`config.mk`:
```
export PLATFORM = sky130hd
export DESIGN_NAME = acq_hold_ctrl
export DESIGN_NICKNAME = d
export VERILOG_FILES = /design/src/rtl/acq_hold_ctrl.sv
export SDC_FILE = /design/constraint.sdc
export NUM_CORES = 1
export LEC_CHECK = 0
export BUFFER_PORTS_ARGS = -buffer_cell sky130_fd_sc_hd__buf_2
export CELL_PAD_IN_SITES_DETAIL_PLACEMENT = 1
export CELL_PAD_IN_SITES_GLOBAL_PLACEMENT = 1
export CORE_ASPECT_RATIO = 0.7
export CORE_MARGIN = 3
export CORE_UTILIZATION = 49
export CTS_CLUSTER_SIZE = 16
export DETAILED_ROUTE_END_ITERATION = 16
export HOLD_SLACK_MARGIN = 0.02
export PLACE_DENSITY = 0.86
export SLEW_MARGIN = 15
export SYNTH_ARGS = -nofsm -noshare
export SYNTH_HDL_FRONTEND = slang
export SYNTH_SLANG_ARGS = --single-unit
```
`constraint.sdc`:
```
create_clock -name clk -period 4.9 [get_ports clk]
set_input_delay 0 -clock clk [delete_from_list [all_inputs] [get_ports clk]]
set_output_delay 0 -clock clk [all_outputs]
set_load 0.01 [all_outputs]
```
`src/rtl/acq_hold_ctrl.sv`:
```
// ---------------------------------------------------------------------------
// acq_hold_ctrl
//
// Sample-and-hold / ADC front-end sequencer for the configurable modulator.
// A programmable period counter produces one tick every P clock cycles
// (P = shadowed div_val, minimum 2). On each tick taken while idle, the
// sequencer closes the track switch for acq_len cycles (minimum 1), holds
// for SETTLE_CYC cycles, issues a one-cycle conversion start and waits for
// conv_done (or gives up after CONV_TIMEOUT cycles). The captured sample is
// presented on sample_out with a one-cycle sample_valid pulse.
//
// Ports:
//   clk          system clock
//   rst          asynchronous, active-low reset
//   enable       run sequencer; low aborts to idle and clears the flags
//   div_val      sample period in clk cycles (shadowed on enable rise / wrap)
//   acq_len      acquire window in clk cycles (shadowed when a sequence starts)
//   conv_done    ADC conversion complete, qualifies adc_data
//   adc_data     ADC result
//   clr_flags    clears the sticky overrun and timeout flags
//   acq          track switch closed (S/H acquiring)
//   hold         S/H holding (settle and conversion phases)
//   conv_start   one-cycle ADC start pulse
//   sample_out   last captured sample
//   sample_valid one-cycle pulse, sample_out updated
//   overrun      sticky: a period tick arrived while a sequence was running
//   timeout      sticky: conv_done did not arrive within CONV_TIMEOUT cycles
// ---------------------------------------------------------------------------
module acq_hold_ctrl #(
  parameter int CNT_W        = 16,
  parameter int DATA_W       = 12,
  parameter int SETTLE_CYC   = 4,
  parameter int CONV_TIMEOUT = 1024
) (
  input  logic              clk,
  input  logic              rst,
  input  logic              enable,
  input  logic [CNT_W-1:0]  div_val,
  input  logic [CNT_W-1:0]  acq_len,
  input  logic              conv_done,
  input  logic [DATA_W-1:0] adc_data,
  input  logic              clr_flags,
  output logic              acq,
  output logic              hold,
  output logic              conv_start,
  output logic [DATA_W-1:0] sample_out,
  output logic              sample_valid,
  output logic              overrun,
  output logic              timeout
);

  // Conversion timer only needs to reach CONV_TIMEOUT-1.
  localparam int TO_W = (CONV_TIMEOUT > 1) ? $clog2(CONV_TIMEOUT) : 1;

  typedef enum logic [1:0] {
    IDLE   = 2'd0,
    ACQ    = 2'd1,
    SETTLE = 2'd2,
    CONV   = 2'd3
  } state_t;

  // -------------------------------------------------------------------------
  // Declarations
  // -------------------------------------------------------------------------
  logic              enable_d_reg;
  logic [CNT_W-1:0]  period_reg;
  logic [CNT_W-1:0]  period_cnt_reg;
  logic [CNT_W-1:0]  alen_reg;

  state_t            state_reg;
  state_t            state_next;
  logic [CNT_W-1:0]  phase_cnt_reg;
  logic [CNT_W-1:0]  phase_cnt_next;
  logic [TO_W-1:0]   conv_tmr_reg;
  logic [TO_W-1:0]   conv_tmr_next;

  logic              acq_reg;
  logic              hold_reg;
  logic              conv_start_reg;
  logic [DATA_W-1:0] sample_reg;
  logic              sample_valid_reg;

  logic [1:0]        flags_reg;
  logic [1:0]        flags_next;
  logic [1:0]        flag_set;
  logic              flag_clr;

  logic [CNT_W-1:0]  div_clamped;
  logic [CNT_W-1:0]  alen_clamped;
  logic              en_rise;
  logic              tick;
  logic              start_seq;
  logic              conv_accept;
  logic              conv_expire;
  logic              overrun_set;

  // -------------------------------------------------------------------------
  // Input clamps: a period below 2 would tick every cycle (or never), and a
  // zero-length acquire window would skip tracking altogether.
  // -------------------------------------------------------------------------
  assign div_clamped  = (div_val < CNT_W'(2)) ? CNT_W'(2) : div_val;
  assign alen_clamped = (acq_len == '0) ? CNT_W'(1) : acq_len;

  // -------------------------------------------------------------------------
  // Period counter
  // The enable rising-edge cycle only loads the period shadow; counting
  // starts in the following cycle, so the first tick lands P cycles after
  // the rise. A new period value only takes effect at a wrap, which keeps
  // the period in progress intact when software rewrites div_val.
  // -------------------------------------------------------------------------
  assign en_rise = enable & ~enable_d_reg;
  assign tick    = enable & ~en_rise & (period_cnt_reg == (period_reg - CNT_W'(1)));

  always_ff @(posedge clk or negedge rst) begin
    if (!rst) begin
      enable_d_reg   <= 1'b0;
      period_reg     <= '0;
      period_cnt_reg <= '0;
    end else begin
      enable_d_reg <= enable;
      if (!enable) begin
        period_cnt_reg <= '0;
      end else if (en_rise || tick) begin
        period_reg     <= div_clamped;
        period_cnt_reg <= '0;
      end else begin
        period_cnt_reg <= period_cnt_reg + CNT_W'(1);
      end
    end
  end

  // -------------------------------------------------------------------------
  // Sequencer FSM: state register
  // -------------------------------------------------------------------------
  always_ff @(posedge clk or negedge rst) begin
    if (!rst) begin
      state_reg     <= IDLE;
      phase_cnt_reg <= '0;
      conv_tmr_reg  <= '0;
      alen_reg      <= '0;
    end else begin
      state_reg     <= state_next;
      phase_cnt_reg <= phase_cnt_next;
      conv_tmr_reg  <= conv_tmr_next;
      if (start_seq) begin
        alen_reg <= alen_clamped;
      end
    end
  end

  // -------------------------------------------------------------------------
  // Sequencer FSM: next state
  // phase_cnt times the ACQ and SETTLE windows; conv_tmr counts cycles
  // since conv_start. conv_tmr == 0 marks the conv_start cycle itself, in
  // which conv_done is not trusted (it may be a stale level from the ADC).
  // -------------------------------------------------------------------------
  always_comb begin
    state_next     = state_reg;
    phase_cnt_next = phase_cnt_reg;
    conv_tmr_next  = conv_tmr_reg;
    start_seq      = 1'b0;
    conv_accept    = 1'b0;
    conv_expire    = 1'b0;

    if (!enable) begin
      state_next     = IDLE;
      phase_cnt_next = '0;
      conv_tmr_next  = '0;
    end else begin
      case (state_reg)
        IDLE: begin
          if (tick) begin
            state_next     = ACQ;
            phase_cnt_next = '0;
            start_seq      = 1'b1;
          end
        end

        ACQ: begin
          if (phase_cnt_reg == (alen_reg - CNT_W'(1))) begin
            state_next     = SETTLE;
            phase_cnt_next = '0;
          end else begin
            phase_cnt_next = phase_cnt_reg + CNT_W'(1);
          end
        end

        SETTLE: begin
          if (phase_cnt_reg == CNT_W'(SETTLE_CYC - 1)) begin
            state_next     = CONV;
            phase_cnt_next = '0;
            conv_tmr_next  = '0;
          end else begin
            phase_cnt_next = phase_cnt_reg + CNT_W'(1);
          end
        end

        CONV: begin
          // A conv_done arriving in the last allowed cycle still counts.
          if ((conv_tmr_reg != '0) && conv_done) begin
            state_next  = IDLE;
            conv_accept = 1'b1;
          end else if (conv_tmr_reg == TO_W'(CONV_TIMEOUT - 1)) begin
            state_next  = IDLE;
            conv_expire = 1'b1;
          end else begin
            conv_tmr_next = conv_tmr_reg + TO_W'(1);
          end
        end

        default: begin
          state_next = IDLE;
        end
      endcase
    end
  end

  // Ticks landing in a running sequence are dropped, never queued.
  assign overrun_set = tick & (state_reg != IDLE);

  // -------------------------------------------------------------------------
  // Registered outputs, decoded from the next state so they line up with the
  // state they describe.
  // -------------------------------------------------------------------------
  always_ff @(posedge clk or negedge rst) begin
    if (!rst) begin
      acq_reg          <= 1'b0;
      hold_reg         <= 1'b0;
      conv_start_reg   <= 1'b0;
      sample_valid_reg <= 1'b0;
      sample_reg       <= '0;
    end else begin
      acq_reg          <= (state_next == ACQ);
      hold_reg         <= (state_next == SETTLE) || (state_next == CONV);
      conv_start_reg   <= (state_reg == SETTLE) && (state_next == CONV);
      sample_valid_reg <= conv_accept;
      if (conv_accept) begin
        sample_reg <= adc_data;
      end
    end
  end

  // -------------------------------------------------------------------------
  // Sticky flags: bit 0 = overrun, bit 1 = timeout. A set in the same cycle
  // as a clear wins. Dropping enable also clears them.
  // -------------------------------------------------------------------------
  assign flag_set = {conv_expire, overrun_set};
  assign flag_clr = clr_flags | ~enable;

  genvar gi;
  generate
    for (gi = 0; gi < 2; gi++) begin : g_flag
      assign flags_next[gi] = flag_set[gi] ? 1'b1 :
                              flag_clr     ? 1'b0 : flags_reg[gi];
    end
  endgenerate

  always_ff @(posedge clk or negedge rst) begin
    if (!rst) begin
      flags_reg <= '0;
    end else begin
      flags_reg <= flags_next;
    end
  end

  // -------------------------------------------------------------------------
  // Output mapping
  // -------------------------------------------------------------------------
  assign acq          = acq_reg;
  assign hold         = hold_reg;
  assign conv_start   = conv_start_reg;
  assign sample_out   = sample_reg;
  assign sample_valid = sample_valid_reg;
  assign overrun      = flags_reg[0];
  assign timeout      = flags_reg[1];

endmodule

```
# Word level (Yosys, flattened, before mapping)
# Cells that the tools add are included.
[classes]
reduce_logical = 13
n_addsub = 5
eq_ne = 16
n_mux = 34
n_bitwise = 8
n_lt_le_gt_ge = 1
[op_table]
columns = ["operator", "count"]
rows = [
  ["16-bit two-way mux", 8],
  ["16-bit case mux with 3 select lines", 1],
  ["10-bit two-way mux", 4],
  ["16-bit by 1-bit adder with 16-bit output (second input constant)", 2],
  ["16-bit equality test", 2],
  ["16-bit by 1-bit subtractor with 16-bit output (second input constant)", 2],
  ["10-bit case mux with 2 select lines", 1],
  ["16-bit by 2-bit equality test with 1-bit output (second input constant)", 1],
  ["16-bit logical NOT", 1],
  ["16-bit by 2-bit less-than comparator with 1-bit output (second input constant)", 1],
  ["1-bit two-way mux", 13],
  ["2-bit two-way mux", 6],
  ["3-bit != test (second input constant)", 4],
  ["10-bit by 1-bit adder with 10-bit output (second input constant)", 1],
  ["10-bit equality test (second input constant)", 1],
  ["10-bit nonzero test", 1],
  ["2-bit equality test (second input constant)", 4],
  ["2-bit case mux with 4 select lines", 1],
  ["2-bit nonzero test", 3],
  ["1-bit AND", 4],
  ["2-bit by 1-bit equality test with 1-bit output (second input constant)", 2],
  ["4-bit by 1-bit != test with 1-bit output (second input constant)", 1],
  ["2-bit AND reduction", 2],
  ["4-bit AND reduction", 1],
  ["6 further kinds", 10],
]
[totals]
regBits = 95

# Longest topological paths before layout
[depth]
word_depth = 10
depth_mapped = 11
depth_no_buf = 10

# Worst setup path after synthesis
# No wires, ideal clock.
[synth_timing]
kind = "reg2reg"
start = "register period_reg[0]"
end = "register period_reg[10]"
synth_period_minus_slack_ps = 2746
stages_incl_launch_ff = 12
path_buffers = 1
arrival_time_ps = 2618
t_required_ps = 4772
slack_ps = 2154
cell_sequence = "dfrtp_1 inv_1 ha_1 nor2b_1 nand2_1 xnor2_1 or4_4 a2111oi_2 nand2b_1 a2bb2oi_2 buf_4 mux2_1"
[synth_between]
elab_chain_cells = 5
[synth_rtl]
columns = ["element", "line_no", "text"]
rows = [
  ["start, declared", "66", "logic [CNT_W-1:0] period_reg;"],
  ["start signal, assigned", "124", "period_reg <= div_clamped;"],
  ["16-bit by 1-bit subtractor with 16-bit output", "112", "assign tick = enable & ~en_rise & (period_cnt_reg == (period_reg - CNT_W'(1)));"],
  ["16-bit equality test", "112", ""],
  ["1-bit AND", "112", ""],
  ["1-bit logical OR", "123", "end else if (en_rise || tick) begin"],
  ["2-bit AND reduction (no line)", "-", ""],
]
# No other way between the ends.
# A chain may end at the register's enable or synchronous reset.

# Final worst setup path
[layout_timing]
start = "register alen_reg[0]"
end = "register phase_cnt_reg[2]"
[layout_between]
elab_chain_cells = 5
[layout_rtl]
columns = ["element", "line_no", "text"]
rows = [
  ["start, declared", "68", "logic [CNT_W-1:0] alen_reg;"],
  ["start signal, assigned", "146", "alen_reg <= alen_clamped;"],
  ["16-bit by 1-bit subtractor with 16-bit output", "180", "if (phase_cnt_reg == (alen_reg - CNT_W'(1))) begin"],
  ["16-bit equality test", "180", ""],
  ["16-bit two-way mux", "180", ""],
  ["16-bit case mux with 3 select lines", "170", "case (state_reg)"],
  ["16-bit two-way mux", "165", "if (!enable) begin"],
  ["end signal, assigned", "143", "phase_cnt_reg <= phase_cnt_next;"],
  ["end, declared", "72", "logic [CNT_W-1:0] phase_cnt_reg;"],
]
# No other way between the ends.

==> flow_metrics.tcl <==
set metrics [dict create \
    fin_worst_skew_ps 9.02 \
    layout-drive-gt1-share_pct 18.0 \
    cp_cell_sequence "inv_1, ha_1, nor3b_1, nand2_1, xor2_1, a21oi_1, o22ai_1, a41oi_2, nand3_2, o311ai_1" \
    cts_tree "built" \
    antenna_found_initial 0 \
    crit_fanout 14 \
    worstPathRequired_ps 5150 \
    syn_area_um2 5830 \
    period_share_pct 75.9 \
    synth_compound_area_share_pct 10.4 \
    ys_ff_latch 95 \
    vias 5228 \
    end_kind "flop" \
    routed_via_density 6.01 \
    clk_pin_slew_worst_paths_ps 70 \
    path_delay_family "simple AND/OR/NAND/NOR gates" \
    p_int_mw 1.31 \
    hold_class "in -> reg" \
    drv_slew 0 \
    finalSetupViolations 0 \
    start_kind "flop" \
    ys_types 76 \
    synth-simple-area-share_pct 24.6 \
    yosys.area.top_type "dfrtp_1" \
    slowest_stage "nor3b_1" \
    cap_violations 0 \
    syn_inst 617 \
    cellPowerDensity_nw_per_um2 259 \
    synth_top_family_by_area "simple AND/OR/NAND/NOR gates" \
    max_stage_delay_ps 590 \
    die_h_um 97.3 \
    peakVddDrop_uv 201 \
    core_um2 11300 \
    grt_first_pass_wirelength_um 29600 \
    synth_area_leaders "dfrtp_1 (41%), xnor2_1 (5.0%), mux2_1 (4.6%)" \
    die_area_um2 13300 \
    port_buffers 66 \
    clkPwrFrac_pct 40.8 \
    overflow 0 \
    routedWlPerCell_um 20.9 \
    async_flop_share_pct 100 \
    criticalPathCategory "reg -> reg" \
    finalHoldViolCount 0 \
    ys.flop_type "dfrtp_1" \
    wl_um 18200 \
    cts_sinks 95 \
    first_global_vias 5629 \
    swShare_pct 27.8 \
    maxSlewHeadroom_pct 30.5 \
    status "complete, no violations" \
    dr.pass1.iters 4 \
    seq_area_frac_synth_pct 40.8 \
    root_buffer "clkbuf_16" \
    gp_congestion 0.937 \
    place_hpwl_um 12200 \
    synth_fp_nets 676 \
    synth-adder-area-share_pct 2.32 \
    cp.arrival_ps 3970 \
    cts_buffers 9 \
    syn_area_per_cell_um2 9.45 \
    drc_errors 0 \
    whs_ps 104 \
    power_frac_seq_pct 46.7 \
    io_pins 67 \
    clock.fmax_mhz 269 \
    p_switching_mw 0.505 \
    start_util_pct 51.6 \
    grt_start_max_net_pins 60 \
    htreeDepth 3 \
    n_antenna_cell 0 \
    yosysTopAreaCellShare_pct 40.8 \
    muxShareOfSynthArea_pct 8.78 \
    cts.path.max_buffers 2 \
    clkLatencyLatePin_ps 350 \
    fp-row-count 32 \
    fin_setup_tns_ps 0 \
    postCtsSetupRepairBufs 0 \
    dr.first_iter.drc_count 354 \
    die_w_um 136 \
    fin_nets 771 \
    synth_edf_count 0 \
    syn2layout_area_growth_pct 20.2 \
    grt_setup_unrepaired "false" \
    ant_nets 0 \
    p_leak_nw 3.15 \
    worst_slew_pin_slew_ps 1040 \
    p_comb_share_pct 12.5 \
    grt_usage_pct 28.3 \
    cp_num_buf_inv 1 \
    min_period_ps 3720 \
    synthXorXnorAreaFrac_pct 9.25 \
    ys_warn_count 0 \
]
through the flow:
stage | area (µm²) | util [%] | power [mW] | cells | setup slack (ps)
finish | 7010 | 62.1 | 1.82 | 870 | 1180
global route | 7010 | 62.1 | 1.88 | 870 | 894
CTS | 7010 | 62.0 | 1.81 | 870 | 1250
detailed placement | 6230 | 55.2 | 1.05 | 807 | 1290
global placement | 6230 | 55.2 | 1.03 | 807 | 1510
floorplan | 5830 | - | 0.965 | 617 | 2150
worst paths after layout:
check,startpoint,end,slack (ps),depth (start not counted)
min in group asynchronous,rst,conv_tmr_reg[7]$_DFFE_PN0P_,150,2
hold / removal,conv_done,flags_reg[1]$_DFFE_PN0P_,100,4
hold reg to reg,sample_out[11]$_DFFE_PN0P_,sample_out[11]$_DFFE_PN0P_,510,1
setup reg to reg,alen_reg[0]$_DFFE_PN0P_,phase_cnt_reg[2]$_DFFE_PN0P_,1180,10
max in group asynchronous,rst,period_reg[8]$_DFFE_PN0P_,3600,3
setup / recovery,alen_reg[0]$_DFFE_PN0P_,phase_cnt_reg[2]$_DFFE_PN0P_,1180,10
power by group through the flow:
stage / clock network [mW] / logic (mW) / registers, mW
after CTS: 0.747 / 0.221 / 0.846
after global routing: 0.783 / 0.248 / 0.852
final: 0.740 / 0.228 / 0.848
after global placement: 0 / 0.175 / 0.857
after floorplan: 0 / 0.121 / 0.845
after detailed placement: 0 / 0.189 / 0.860
cell families after synthesis:
group | after synthesis
xor gates and xnor gates | 60
and+or+nand+nor | 271
buffers and inverters | 55
AOI/OAI and AO/OA | 79
DFF | 95
adders and majority gates | 11
muxes | 46
worst min-delay path: stages:
cell and delay, ps:
buf_2 100, o41ai_2 130, nand3_1 100, a21boi_0 80
layout make-up:
type,count,area (µm²)
clock buffer,9,225
clock inverter,7,76.3
fill,1299,4280
inverter,23,86.3
multi-input combinational,467,3230
sequential,95,2380
tap,153,191
timing repair buffer,116,826
cells in the mapped netlist (17+ instances only):
| library cell | number |
|---|---|
| xor2_1 | 26 |
| nand3_1 | 27 |
| nand4_1 | 27 |
| nand2_1 | 63 |
| inv_1 | 23 |
| xnor2_1 | 33 |
| clkbuf_1 | 19 |
| mux2_1 | 24 |
| nor3_1 | 17 |
| dfrtp_1 | 95 |
| nor2_1 | 57 |
| mux2_2 | 17 |
what timing repair did:
item	in CTS	in global routing
hold buffers	47	0
gates resized for setup	0	0
endpoints found under the hold margin	83	0
endpoints found under the setup margin	0	0
cells in the final DEF, fill, tap and decap left out, drive strengths merged, types with 3 or more instances in the layout:
cell / n
nor2: 57
o2111ai: 5
dlygate4sd3: 47
dfrtp: 95
nand2b: 4
mux2i: 5
or4b: 3
mux2: 41
nor4: 15
a2bb2oi: 3
clkbuf: 9
or3: 6
inv: 26
xor2: 26
nand2: 64
and3: 10
o22ai: 3
buf: 69
o21ai: 22
o211ai: 12
ha: 10
a21oi: 11
xnor2: 33
nand4: 27
nand3: 29
nand3b: 4
nor4b: 3
or4: 4
nor3: 18
or2: 6
nor2b: 12
per-layer routing:
metal | vias up | GRT usage [%] | wire, µm
li1 | 2382 | - | -
met1 | 2647 | 38.2 | 8260
met2 | 169 | 46.6 | 8640
met3 | 30 | 5.38 | 979
met4 | 0 | 7.75 | 334
met5 | - | 0 | 0
Note: power is estimated with default switching activity, not from simulation.
